**config.mk**
```make
export PLATFORM = sky130hd
export DESIGN_NAME = snake_dir_input
export DESIGN_NICKNAME = d
export VERILOG_FILES = /design/src/rtl/snake_dir_input.sv
export SDC_FILE = /design/constraint.sdc
export NUM_CORES = 1
export LEC_CHECK = 0
export BUFFER_PORTS_ARGS = -buffer_cell sky130_fd_sc_hd__buf_2
export CORE_MARGIN = 4
export CORE_UTILIZATION = 35
export CTS_BUF_LIST = sky130_fd_sc_hd__clkbuf_4
export DETAILED_ROUTE_END_ITERATION = 6
export GPL_ROUTABILITY_DRIVEN = 1
export MAX_ROUTING_LAYER = met4
export PLACE_DENSITY_LB_ADDON = 0.1
export SETUP_SLACK_MARGIN = 0.02
export SKIP_CTS_REPAIR_TIMING = 1
export SLEW_MARGIN = 5
export SYNTH_ARGS = -nofsm -noshare
export SYNTH_HDL_FRONTEND = slang
export SYNTH_SLANG_ARGS = --single-unit
```
**constraint.sdc**
```tcl
create_clock -name clock -period 3.1 [get_ports clock]
set_input_delay 0.31 -clock clock [delete_from_list [all_inputs] [get_ports clock]]
set_output_delay 0.31 -clock clock [all_outputs]
set_load 0.02 [all_outputs]
```
**src/rtl/snake_dir_input.sv**
```systemverilog
// snake_dir_input: synchronise, debounce and queue player turns, releasing one per game tick
module snake_dir_input #(
  parameter int DEBOUNCE_CYCLES = 250000,
  parameter int FIFO_DEPTH = 2
) (
  input  logic       clock,
  input  logic       reset,
  input  logic       up,
  input  logic       right,
  input  logic       down,
  input  logic       left,
  input  logic       tick,
  output logic [2:0] move,
  output logic       move_changed,
  output logic [1:0] pending,
  output logic       dropped
);
  localparam int CW = DEBOUNCE_CYCLES > 1 ? $clog2(DEBOUNCE_CYCLES) : 1;
  logic [3:0] s1_q, s1_d, s2_q, s2_d, db_q, db_d, dbp_q, dbp_d, ev_q, ev_d;
  logic [CW-1:0] cnt_q [4];
  logic [CW-1:0] cnt_d [4];
  logic [2:0] q_q [2];
  logic [2:0] q_d [2];
  logic [2:0] move_q, move_d, last_q, last_d, dir;
  logic [1:0] occ_q, occ_d, occ_pop;
  logic chg_q, chg_d, drop_q, drop_d, pop, has_ev, opp, acc;
  always_comb begin
    s1_d = {left, down, right, up};
    s2_d = s1_q;
    dbp_d = db_q;
    ev_d = db_q & ~dbp_q;
    db_d = db_q;
    for (int i = 0; i < 4; i++) begin
      cnt_d[i] = cnt_q[i] + CW'(1);
      if (s2_q[i] == db_q[i]) cnt_d[i] = '0;
      else if (cnt_q[i] == CW'(DEBOUNCE_CYCLES - 1)) begin
        db_d[i] = s2_q[i];
        cnt_d[i] = '0;
      end
    end
    // bit order {left,down,right,up} makes the lowest set bit the highest priority
    dir = ev_q[0] ? 3'd1 : ev_q[1] ? 3'd2 : ev_q[2] ? 3'd3 : 3'd4;
    has_ev = |ev_q;
    pop = tick && occ_q != 2'd0;
    occ_pop = occ_q - {1'b0, pop};
    opp = last_q != 3'd5 && (dir == last_q + 3'd2 || last_q == dir + 3'd2);
    acc = has_ev && dir != last_q && !opp && occ_pop < 2'(FIFO_DEPTH);
    q_d[0] = pop ? q_q[1] : q_q[0];
    q_d[1] = q_q[1];
    if (acc && occ_pop == 2'd0) q_d[0] = dir;
    if (acc && occ_pop != 2'd0) q_d[1] = dir;
    occ_d = occ_pop + {1'b0, acc};
    last_d = acc ? dir : last_q;
    move_d = pop ? q_q[0] : move_q;
    chg_d = pop;
    drop_d = has_ev && !acc;
  end
  always_ff @(posedge clock) begin
    if (reset) begin
      s1_q <= '0;
      s2_q <= '0;
      db_q <= '0;
      dbp_q <= '0;
      ev_q <= '0;
      for (int i = 0; i < 4; i++) cnt_q[i] <= '0;
      q_q[0] <= '0;
      q_q[1] <= '0;
      occ_q <= '0;
      last_q <= 3'd5;
      move_q <= 3'd5;
      chg_q <= 1'b0;
      drop_q <= 1'b0;
    end else begin
      s1_q <= s1_d;
      s2_q <= s2_d;
      db_q <= db_d;
      dbp_q <= dbp_d;
      ev_q <= ev_d;
      for (int i = 0; i < 4; i++) cnt_q[i] <= cnt_d[i];
      q_q[0] <= q_d[0];
      q_q[1] <= q_d[1];
      occ_q <= occ_d;
      last_q <= last_d;
      move_q <= move_d;
      chg_q <= chg_d;
      drop_q <= drop_d;
    end
  end
  assign move = move_q;
  assign move_changed = chg_q;
  assign pending = occ_q;
  assign dropped = drop_q;
endmodule

```
==> results.sh <==
export IMPL_status="complete, no violations"
export IMPL_cts_tree="yes"
export IMPL_tns_ns=0
export IMPL_die_w_um=122
export IMPL_coreArea_um2=12700
export IMPL_synth_distinct_cells=46
export IMPL_mostFrequentLayoutCells="108 x dfxtp_1, 107 x nor2_1, 38 x nand2_1"
export IMPL_max_cap_violations=0
export IMPL_worst_setup_path_start_kind="register"
export IMPL_synthArstFlopShare_pct=0
export IMPL_highest_layer="met4"
export IMPL_grt_max_degree=27
export IMPL_slowest_stage="o21ai_1"
export IMPL_grt_pass1_wl_um=13900
export IMPL_synth_sequential_area_ratio_pct=47.3
export IMPL_syn_nets=518
export IMPL_ys_top_cells_by_area="dfxtp_1 47%, nor2_1 8.8%, xnor2_1 6.7%"
export IMPL_tightest_slew_ns=0.645
export IMPL_cpPeakStageDelay_ns=0.42
export IMPL_drv_slew=0
export IMPL_start_util_pct=35.9
export IMPL_cts_made_buffers=9
export IMPL_grtUsageTotal_pct=11.7
export IMPL_antenna_found_initial=0
export IMPL_gp_congestion=0.732
export IMPL_final_common_cell="dfxtp_1"
export IMPL_powerDensity_nw_per_um2=477
export IMPL_hold_viol=0
export IMPL_path_max_fanout=8
export IMPL_firstDrtPassIters=6
export IMPL_crit_arrival_ns=3.07
export IMPL_dieArea_um2=15000
export IMPL_fmax_mhz=370
export IMPL_io_pins=14
export IMPL_netlist_area_leader_share_pct=47.3
export IMPL_ys_flop_type="dfxtp_1"
export IMPL_yosysTopAreaCell="dfxtp_1"
export IMPL_drtAntennaViolNets=0
export IMPL_reg2reg_setup_slack_ns=0.39
export IMPL_viasPerCell=4.52
export IMPL_wl_met1_um=3960
export IMPL_yosysWarningCount=0
export IMPL_r2r_cells=10
export IMPL_drc_errors=0
export IMPL_crit_buf_inv=1
export IMPL_ctsRootBufferMaster="clkbuf_4"
export IMPL_critPathKind="reg2reg"
export IMPL_cts_num_sinks=108
export IMPL_crit_chain="o21ai_1 -> inv_1 -> ha_1 -> xnor2_2 -> and2_4 -> o2111ai_2 -> nor2_1 -> ha_1 -> xor2_1 -> nor2_1"
export IMPL_crit_path_end_kind="register"
export IMPL_layout_cells_non_filler=692
export IMPL_skew_ns=0.0147
export IMPL_finalCritPeriodShare_pct=87.3
export IMPL_max_vdd_ir_drop_mv=0.285
export IMPL_dpl_hpwl_um=5450
export IMPL_dp_cells=675
export IMPL_holdPathStages=2
export IMPL_syn_inst=505
export IMPL_area_growth_syn_to_layout_pct=7.47
export IMPL_cp_depth=10
export IMPL_vias=3131
export IMPL_clkLatencyLatePin_ns=0.47
export IMPL_overflow=0
export IMPL_period_needed_ns=2.71
export IMPL_postSynthAreaPerCell_um2=9.05
export IMPL_route_met3_wl_um=240
export IMPL_cp_top_family="compound AO/OA/AOI/OAI gates"
export IMPL_p_leak_nw=1.62
export IMPL_synth_enable_flop_cells=0
export IMPL_hp_class="in2reg"
export IMPL_wl_um=7810
export IMPL_wl_per_cell_um=11.3
export IMPL_clk_pin_slew_worst_paths_ns=0.16
export IMPL_cts_buffer_depth=2
export IMPL_dieHeight_um=122
export IMPL_setup_viol=0
export IMPL_grt_pass1_vias=3054
export IMPL_fillCellCount=1351
export IMPL_wl_met2_um=3500
export IMPL_relSlewSlack_pct=56.7
export IMPL_n_antenna_cell=0
export IMPL_drt_iter0_drc=132
export IMPL_synth_seq_cells=108
export IMPL_port_buffer_count=13
export IMPL_final_layout_size_suffix_gt1_share_pct=8.65
export IMPL_htreeDepth=3
export IMPL_final_nets=529
export IMPL_rsz0062_at_grt="no"
export IMPL_std_cell_rows=41
export IMPL_syn_area_um2=4570
export IMPL_required_ns=3.47
area by class of cell:
type	count	area [µm²]	area share, %
Inverter	11	41.3	0.840
Clock buffer	10	75.1	1.53
Tap cell	172	215	4.38
Sequential cell	108	2160	44.0
Clock inverter	5	62.6	1.27
Timing Repair Buffer	16	92.6	1.88
Multi-Input combinational cell	370	2260	46.1
where the power goes:
part / internal (mW) / total (mW) / switching (mW)
Clock: 0.257 / 0.710 / 0.453
Combinational: 0.0773 / 0.198 / 0.121
Sequential: 1.42 / 1.43 / 0.0177
Total: 1.75 / 2.34 / 0.591
worst register-to-register path, cell delays in order, from the launching register on:
cell and delay, ns:
dfxtp_1 0.37, o21ai_1 0.42, inv_1 0.22, ha_1 0.26
xnor2_2 0.22, and2_4 0.20, o2111ai_2 0.16, nor2_1 0.32
ha_1 0.22, xor2_1 0.15, nor2_1 0.05
path summary, 6_finish.rpt:
check | startpoint | to
setup reg to reg | pending[1] | pending[1]
setup / recovery | pending[1] | pending[1]
hold / removal | right | s1_q[1]
hold reg to reg | dbp_q[0] | ev_q[0]
logic make-up (layout without fill, tap and decap cells):
logic type / Yosys count / count (layout) / share of synthesized area [%]
simple gates: 268 / 268 / 29.0
flops: 108 / 108 / 47.3
xor+xnor: 70 / 70 / 13.6
buf+inv: 27 / 42 / 3.17
compound gates: 14 / 14 / 2.46
mux: 12 / 12 / 2.90
fa+ha+maj: 6 / 6 / 1.64
cells in the mapped netlist, types with 2 or more instances:
library cell	instances
dfxtp_1	108
nor2_1	107
nand2_1	38
xnor2_1	35
xor2_1	34
nand3_1	27
nor2b_1	21
nand4_1	16
nor3_1	12
and3_1	11
inv_1	11
mux2i_1	8
nor4_1	7
ha_1	6
nand2b_1	6
buf_2	5
nand3b_1	5
a21oi_1	4
buf_4	4
and4_1	3
buf_6	3
clkbuf_1	3
or2_2	3
a21o_1	2
mux2_2	2
mux2_4	2
nor4_2	2
nor4b_1	2
layer usage:
layer / vias to the layer above / track usage, %
met4: 0 / 3.36
met3: 10 / 4.01
met5: - / -
met1: 1419 / 14.4
li1: 1682 / -
met2: 20 / 18.3
stage by stage:
stage | power, mW | util [%] | setup WS [ns] | hold slack, ns | cell area (µm²)
2_1_floorplan | 1.61 | - | 0.620 | 0.367 | 4570
3_3_place_gp | 1.66 | 37.4 | 0.454 | 0.372 | 4760
3_5_place_dp | 1.66 | 37.4 | 0.372 | 0.373 | 4760
4_1_cts | 2.40 | 38.5 | 0.342 | -0.0111 | 4890
5_1_grt | 2.47 | 38.6 | 0.136 | 0.00812 | 4910
6_report | 2.34 | 38.6 | 0.394 | 0.0581 | 4910
state kept, by name (all words and copies together), names as in the netlist:
name / cells
cnt_q: 72
db_q: 4
dbp_q: 4
dropped: 1
ev_q: 4
last_q: 3
move: 3
move_changed: 1
pending: 2
q_q: 6
s1_q: 4
s2_q: 4
No activity file was read; power rests on OpenSTA's default activity.
